[config.mk]
export PLATFORM = sky130hd
export DESIGN_NAME = uart_rx
export DESIGN_NICKNAME = d
export VERILOG_FILES = /design/src/rtl/uart_rx.sv
export SDC_FILE = /design/constraint.sdc
export NUM_CORES = 1
export LEC_CHECK = 0
export CAP_MARGIN = 25
export CORE_MARGIN = 4
export CORE_UTILIZATION = 55
export DETAILED_ROUTE_END_ITERATION = 8
export PLACE_DENSITY_LB_ADDON = 0.05
export SYNTH_ARGS = -nofsm -noshare
export SYNTH_HDL_FRONTEND = slang
export SYNTH_SLANG_ARGS = --single-unit
[constraint.sdc]
create_clock -name clock -period 2.5 [get_ports clock]
set_clock_uncertainty 0.2 [all_clocks]
set_input_delay 0.5 -clock clock [delete_from_list [all_inputs] [get_ports clock]]
set_output_delay 0.5 -clock clock [all_outputs]
set_load 0.02 [all_outputs]
[src/rtl/uart_rx.sv]
// rtl/uart_rx.sv - 8N1 UART receiver with mid-bit sampling and a one-byte holding register
//
// Ports:
//   clock       in   receive clock, all logic on its rising edge
//   reset       in   synchronous, active-high
//   rx          in   asynchronous serial line, idles high
//   data        out  received byte, stable while valid
//   valid       out  data holds an unconsumed byte
//   ready       in   consumer takes the byte when valid && ready
//   frame_error out  one-cycle pulse: stop bit sampled low
//   overrun     out  one-cycle pulse: good byte dropped, holding register full
//   busy        out  receiver is not idle (registered)
module uart_rx #(
  parameter int CLKS_PER_BIT = 872
) (
  input  logic       clock,
  input  logic       reset,
  input  logic       rx,
  output logic [7:0] data,
  output logic       valid,
  input  logic       ready,
  output logic       frame_error,
  output logic       overrun,
  output logic       busy
);

  localparam int CW = $clog2(CLKS_PER_BIT);
  localparam int H  = CLKS_PER_BIT / 2;
  localparam logic [CW-1:0] CNT_HALF = CW'(H - 1);
  localparam logic [CW-1:0] CNT_LAST = CW'(CLKS_PER_BIT - 1);
  localparam logic [CW-1:0] CNT_ONE  = CW'(1);

  typedef enum logic [2:0] {
    S_IDLE,
    S_START,
    S_DATA,
    S_STOP,
    S_BRK
  } state_t;

  state_t        state;
  state_t        state_next;
  logic          rx_meta;
  logic          rx_s;
  logic [CW-1:0] cnt;
  logic [2:0]    bit_idx;
  logic [7:0]    shift;
  logic          sample_bit;
  logic          stop_good;
  logic          stop_bad;
  // Stop-bit verdicts are registered once so the holding register and the
  // error pulses update on the edge after the stop sample.
  logic          good_q;
  logic          bad_q;

  always_ff @(posedge clock) begin
    if (reset) begin
      state <= S_IDLE;
    end else begin
      state <= state_next;
    end
  end

  always_comb begin
    state_next = state;
    sample_bit = 1'b0;
    stop_good  = 1'b0;
    stop_bad   = 1'b0;
    case (state)
      S_IDLE: begin
        if (!rx_s) state_next = S_START;
      end
      S_START: begin
        // A start bit that is high again at mid-bit was a glitch.
        if (cnt == CNT_HALF) state_next = rx_s ? S_IDLE : S_DATA;
      end
      S_DATA: begin
        if (cnt == CNT_LAST) begin
          sample_bit = 1'b1;
          if (bit_idx == 3'd7) state_next = S_STOP;
        end
      end
      S_STOP: begin
        if (cnt == CNT_LAST) begin
          if (rx_s) begin
            stop_good  = 1'b1;
            state_next = S_IDLE;
          end else begin
            stop_bad   = 1'b1;
            state_next = S_BRK;
          end
        end
      end
      S_BRK: begin
        // Wait out a held-low line so it reports only one frame error.
        if (rx_s) state_next = S_IDLE;
      end
      default: state_next = S_IDLE;
    endcase
  end

  always_ff @(posedge clock) begin
    if (reset) begin
      rx_meta     <= 1'b1;
      rx_s        <= 1'b1;
      cnt         <= '0;
      bit_idx     <= 3'd0;
      shift       <= 8'h00;
      good_q      <= 1'b0;
      bad_q       <= 1'b0;
      data        <= 8'h00;
      valid       <= 1'b0;
      frame_error <= 1'b0;
      overrun     <= 1'b0;
      busy        <= 1'b0;
    end else begin
      rx_meta <= rx;
      rx_s    <= rx_meta;

      // Counter restarts on every state change and after each data sample,
      // and rests at zero while waiting for a line level.
      if (state_next != state || sample_bit || state == S_IDLE || state == S_BRK) begin
        cnt <= '0;
      end else begin
        cnt <= cnt + CNT_ONE;
      end

      if (sample_bit) begin
        shift   <= {rx_s, shift[7:1]};
        bit_idx <= bit_idx + 3'd1;
      end

      good_q      <= stop_good;
      bad_q       <= stop_bad;
      frame_error <= bad_q;
      overrun     <= good_q && valid && !ready;
      busy        <= (state != S_IDLE);

      // A byte consumed in the same cycle frees the register for the new one.
      if (good_q && (!valid || ready)) begin
        data  <= shift;
        valid <= 1'b1;
      end else if (valid && ready) begin
        valid <= 1'b0;
      end
    end
  end

endmodule

## Word level (Yosys, flattened, before mapping)

Index checks and enable logic that the tools add are counted.
W data, S select, Z words.

| word-level totals | value |
|---|---|
| bits in registers | 40 |
| input bits | 4 |
| output and inout port bits | 12 |
| logic and storage cells | 55 |

| cells by class | value |
|---|---|
| $add $sub $neg | 2 |
| equality and inequality tests | 8 |
| multiplexer cells | 15 |
| bitwise logic cells | 2 |
| reduce and logical (&&, ||, !) cells | 15 |

Operator list:

| kind | count |
|---|---|
| $mux W3 | 7 |
| $pmux W3 S5 | 1 |
| $add A10 B1 Y10 const B | 1 |
| $eq A10 B10 Y1 const B | 1 |
| $eq A10 B9 Y1 const B | 1 |
| $eq A3 B2 Y1 const B | 2 |
| $eq A3 B3 Y1 const B | 2 |
| $mux W1 | 6 |
| $logic_and A1 B1 Y1 | 4 |
| $logic_or A1 B1 Y1 | 4 |
| $add A3 B1 Y3 const B | 1 |
| $eq A3 B1 Y1 const B | 1 |
| $logic_not A3 Y1 | 1 |
| $ne A3 B3 Y1 | 1 |
| $reduce_bool A3 Y1 | 1 |
| $reduce_or A3 Y1 | 1 |
| $logic_not A1 Y1 | 2 |
| $mux W2 | 1 |
| $not A1 Y1 | 2 |
| $reduce_bool A2 Y1 | 1 |
| $reduce_or A2 Y1 | 1 |

## Logic depth before layout (Yosys ltp)

Gate-level depths: netlist (run 1).

| logic depth | value |
|---|---|
| word-level depth | 9 |
| mapped depth | 7 |
| mapped depth without buffers | 5 |

## Worst setup path before layout (run 1)

OpenSTA, ideal clock, no wires.

| path | value |
|---|---|
| path kind | flip-flop to flip-flop |
| start point | register cnt[0] |
| end point | register cnt[2] |
| setup time | 0.131 ns |
| data arrival time | 1.447 ns |
| data required time | 2.169 ns |
| setup slack | 0.722 ns |
| cell stages (with the launch flop) | 7 |
| buffers on the path | 1 |
| period minus slack after synthesis | 1.778 ns |
| cells stage by stage | dfxtp_1 -> ha_1 -> and4b_1 -> buf_6 -> nand3_2 -> o221ai_4 -> nor3_1 |

| on the way | value |
|---|---|
| word-level cells in the longest chain between the ends | 8 |
| elaborated cells between the ends (all ways) | 14 |
| those cells by class | add/sub: 1; eq/ne: 3; mux: 6; reduce/logical: 4 |

Ends and longest elaborated chain:

| item | RTL line | text |
|---|---|---|
| from (decl) | 45 | `logic [CW-1:0] cnt;` |
| from (signal assigned) | 125 | `cnt <= cnt + CNT_ONE;` |
| $eq A10 B10 Y1 or $eq A10 B9 Y1 (tied branches) | 78, 84, 75 |  |
| $mux W3 (on tied branches) | 84, 75, 78 |  |
| $pmux W3 S5 | 69 | `case (state)` |
| $ne A3 B3 Y1 | 122 | `if (state_next != state \|\| sample_bit \|\| state == S_IDLE \|\| state == S_BRK) begin` |
| $logic_or A1 B1 Y1 (3 in a row) | 122 |  |
| $reduce_or A2 Y1 (no line) | n/a |  |

Parallel ways exist; a longest one is shown, timed or not.
A chain may end at the register's enable or synchronous reset.

## Final worst setup path (run 1)

| path | value |
|---|---|
| start point | register cnt[0] |
| end point | register shift[4] |

| on the way | value |
|---|---|
| word-level cells in the longest chain between the ends | 3 |

Ends and longest elaborated chain:

| item | RTL line | text |
|---|---|---|
| $eq A10 B10 Y1 | 78 | `if (cnt == CNT_LAST) begin` |
| $mux W1 | 78 |  |
| $mux W1 | 69 |  |
| to (signal assigned) | 129 | `shift <= {rx_s, shift[7:1]};` |
| to (decl) | 47 | `logic [7:0] shift;` |

Every way passes these cells.

==> results of run 1 <==
-- worst paths after layout --
check | start | to | slack [ns] | depth (start not counted)
worst min register to register | rx_meta | rx_s | 0.24 | 1
worst max register to register | cnt[0] | shift[4] | 0.30 | 5
worst max-delay path | cnt[0] | shift[4] | 0.30 | 5
worst min-delay path | rx_meta | rx_s | 0.24 | 1
-- worst reg2reg max path, delay by kind of cell, from the launching register on --
| kind | cells | cell delay [ns] |
|---|---|---|
| simple gates | 3 | 0.92 |
| flops | 1 | 0.42 |
| mux | 1 | 0.30 |
| fa+ha+maj | 1 | 0.27 |
-- registers in the layout (all words and copies together), names as in the netlist, 3 cells and up --
signal and flops:
shift 8, state 3, cnt 10, bit_idx 3
data 8
-- layout by cell type, fill, tap and decap left out, types with 2 or more instances in the layout --
cell	instances
and3_1	2
and4_1	3
bufinv_16	2
clkbuf_4	5
clkdlybuf4s50_1	15
dfxtp_1	40
ha_1	3
inv_1	4
mux2i_1	19
nand2_1	4
nand3_1	4
nand4_1	5
nor2_1	24
nor2b_1	3
nor3_1	12
nor3b_1	3
or2_2	2
xnor2_1	2
xor2_1	7
-- layer usage --
layer | global-route usage | vias to the layer above
met3 | 0.03908 | 7
met1 | 0.1947 | 528
met2 | 0.2437 | 17
met5 | 0 | -
li1 | - | 599
met4 | 0.07438 | 0
-- power breakdown --
part	total (mW)	leakage (nW)	switching (mW)	internal (mW)
Sequential	0.645	0.323	0.00442	0.641
Clock	0.505	0.0513	0.199	0.306
Combinational	0.0277	0.451	0.0151	0.0125
-- kinds of logic (layout without fill, tap and decap cells) --
| kind of cell | count (synthesis) | after routing | synth area share |
|---|---|---|---|
| flops | 40 | 40 | 0.4801 |
| simple gates | 70 | 70 | 0.2363 |
| compound gates | 9 | 9 | 0.06302 |
| mux | 19 | 19 | 0.1140 |
| xor+xnor | 9 | 9 | 0.04726 |
| fa+ha+maj | 3 | 3 | 0.02251 |
| buf+inv | 11 | 27 | 0.03675 |
-- cell type report --
cell class | instances | area, um2 | share of cell area
clock buffers | 5 | 37.54 | 0.01960
clock inverters | 2 | 60.06 | 0.03135
inverters | 4 | 15.01 | 0.007838
multi-input cells | 110 | 805.8 | 0.4206
flip-flops and latches | 40 | 800.8 | 0.4180
well taps | 31 | 38.79 | 0.02025
repair buffers | 16 | 157.7 | 0.08230
==> results.md, run 1 <==
* Measured slew at the worst slew-check pin at between 0.5 and 0.6 ns
* Worst-path cell chain: ha_1 -> and4b_1 -> nand4_2 -> mux2i_1 -> nor2_1
* Fmax at 454.8 MHz
* FF+latch count, synth at 40
* Cts bufs inserted at 5
* Crit path max-delay family: simple AND/OR/NAND/NOR gates
* Avg Inst Size Synth at between 10 and 15 um2
* DR vias/cell at approximately 5.5
* M1 WL at 1383 um
* RSZ-0062 raised after global routing: false
* Area contributors post-synth: dfxtp_1, mux2i_1, nor2_1
* Unique masters post-synth at 38
* Drc violations at 0
* Max-Cap Viols at 0
* First-pass GRT wire length at between 4000 and 5000 um
* Final core utilization at 0.6771
* Hold WC Path Type: register to register
* Max VDD drop at roughly 0.00044 V
* Gr ovfl total at 0
* # setup viols final at 0
* Vias in the first global route at 1,138
* DR iter-0 viols at 60
* Total power at ~1.2 mW
* Post-cts resize count at 0
* Critical path buffer and inverter count at 0
* Nets at 184
* Largest net degree at the start of global routing at 31
* Final worst slack at roughly 0.30 ns
* Core area at ~2800 um2
* Hold slack at 0.2370 ns
* Post-Syn Instances at around 160
* CTS H-Tree Depth at 2
* Final Instance Area at 1916 um2
* Critical Setup Path Class: register to register
* Yosys top cell by area: dfxtp_1
* Final hold vios at 0
* Tmin final at about 2.2 ns
* Post-DP HPWL at around 1900 um
* Dominant synthesized flop cell: dfxtp_1
* Clock Sinks at 40
* Die Area at 3977 um2
* Routed met3 length at 93 um
* GPL Wtd Cong at about 0.86
* Placed cell count at 201
* Routed wl met2 at around 1200 um
* GR Util All Layers at 0.1540
* Slew headroom at 0.6319
* Worst Path Required at between 2 and 3 ns
* Initial antenna violation count at 0
* Most common cell in the netlist: dfxtp_1
* Fin crit share at 0.8795
* Crit path DAT at 2.23 ns
* Detailed Routing Iterations Pass 1 at 4
* Power Dens Cells at between 600 and 700 nW/um2
* Area of placed instances at 1818 um2
* Synth top area share at 0.4801
* Status: finished clean
* Layout cell share with drive strength beyond 1 at 0.09605
* Commonest cells in the synthesized netlist: dfxtp_1, nor2_1, mux2i_1
* Die H at roughly 63 um
* Static Leakage at roughly 0.83 nW
* Worst-Skew Late Latency at roughly 0.33 ns
* Max-slew violations at 0
* CTS tree: done
* CP max stage delay at between 0.4 and 0.5 ns
* CP Launch Type: register
* Max layer used: met4
* CTS Hold Bufs at 0
* # Post-CTS Setup Buffers at 0
* WL final at approximately 2700 um
* Vias post-DR at approximately 1,200
* Mapped cell area at 1668 um2
* Post-synth ARST share at 0
* # fillers at 227
* IO buf count at 15
* Std-Cell Rows at 19
* Post-DR wirelength/cell at around 13 um
* Die Wd at around 63 um
* Seq/Total Area, Yosys at 0.4801
* Post-synth EDFFs at 0
* Setup TNS at 0 ns
* Initial Util at 0.5896
* Root buf cell: clkbuf_4
* Clk buf depth at 2
* Antenna diodes at 0
* Place WS at between 0.2 and 0.3 ns
* Synth warn at 0
* Crit path max-delay cell type: nand4_2
* CP max FO at 11
* # IOs at 16
* Syn Nets at between 150 and 200
* Antenna viol nets, final at 0
* Post-Layout Cell Count at 208
* Layout overhead on the synthesized area at 14.85%
* Clock slew at reported path FFs at about 0.11 ns
* CP Capture Type: register
(Power assumes the default switching activity.)
==> run 2: changes to the inputs <==
--- a/config.mk
+++ b/config.mk
@@ -10,6 +10,7 @@
 export CORE_UTILIZATION = 55
 export DETAILED_ROUTE_END_ITERATION = 8
 export PLACE_DENSITY_LB_ADDON = 0.05
+export SLEW_MARGIN = 20
 export SYNTH_ARGS = -nofsm -noshare
 export SYNTH_HDL_FRONTEND = slang
 export SYNTH_SLANG_ARGS = --single-unit
==> results of run 2 <==
No change in the layout: final DEF, timing and power equal those of run 1.
==> run 3: changes to the inputs <==
--- a/config.mk
+++ b/config.mk
@@ -14,3 +14,4 @@
 export SYNTH_ARGS = -nofsm -noshare
 export SYNTH_HDL_FRONTEND = slang
 export SYNTH_SLANG_ARGS = --single-unit
+export TNS_END_PERCENT = 50
==> results of run 3 <==
No change in the layout: final DEF, timing and power equal those of run 1.
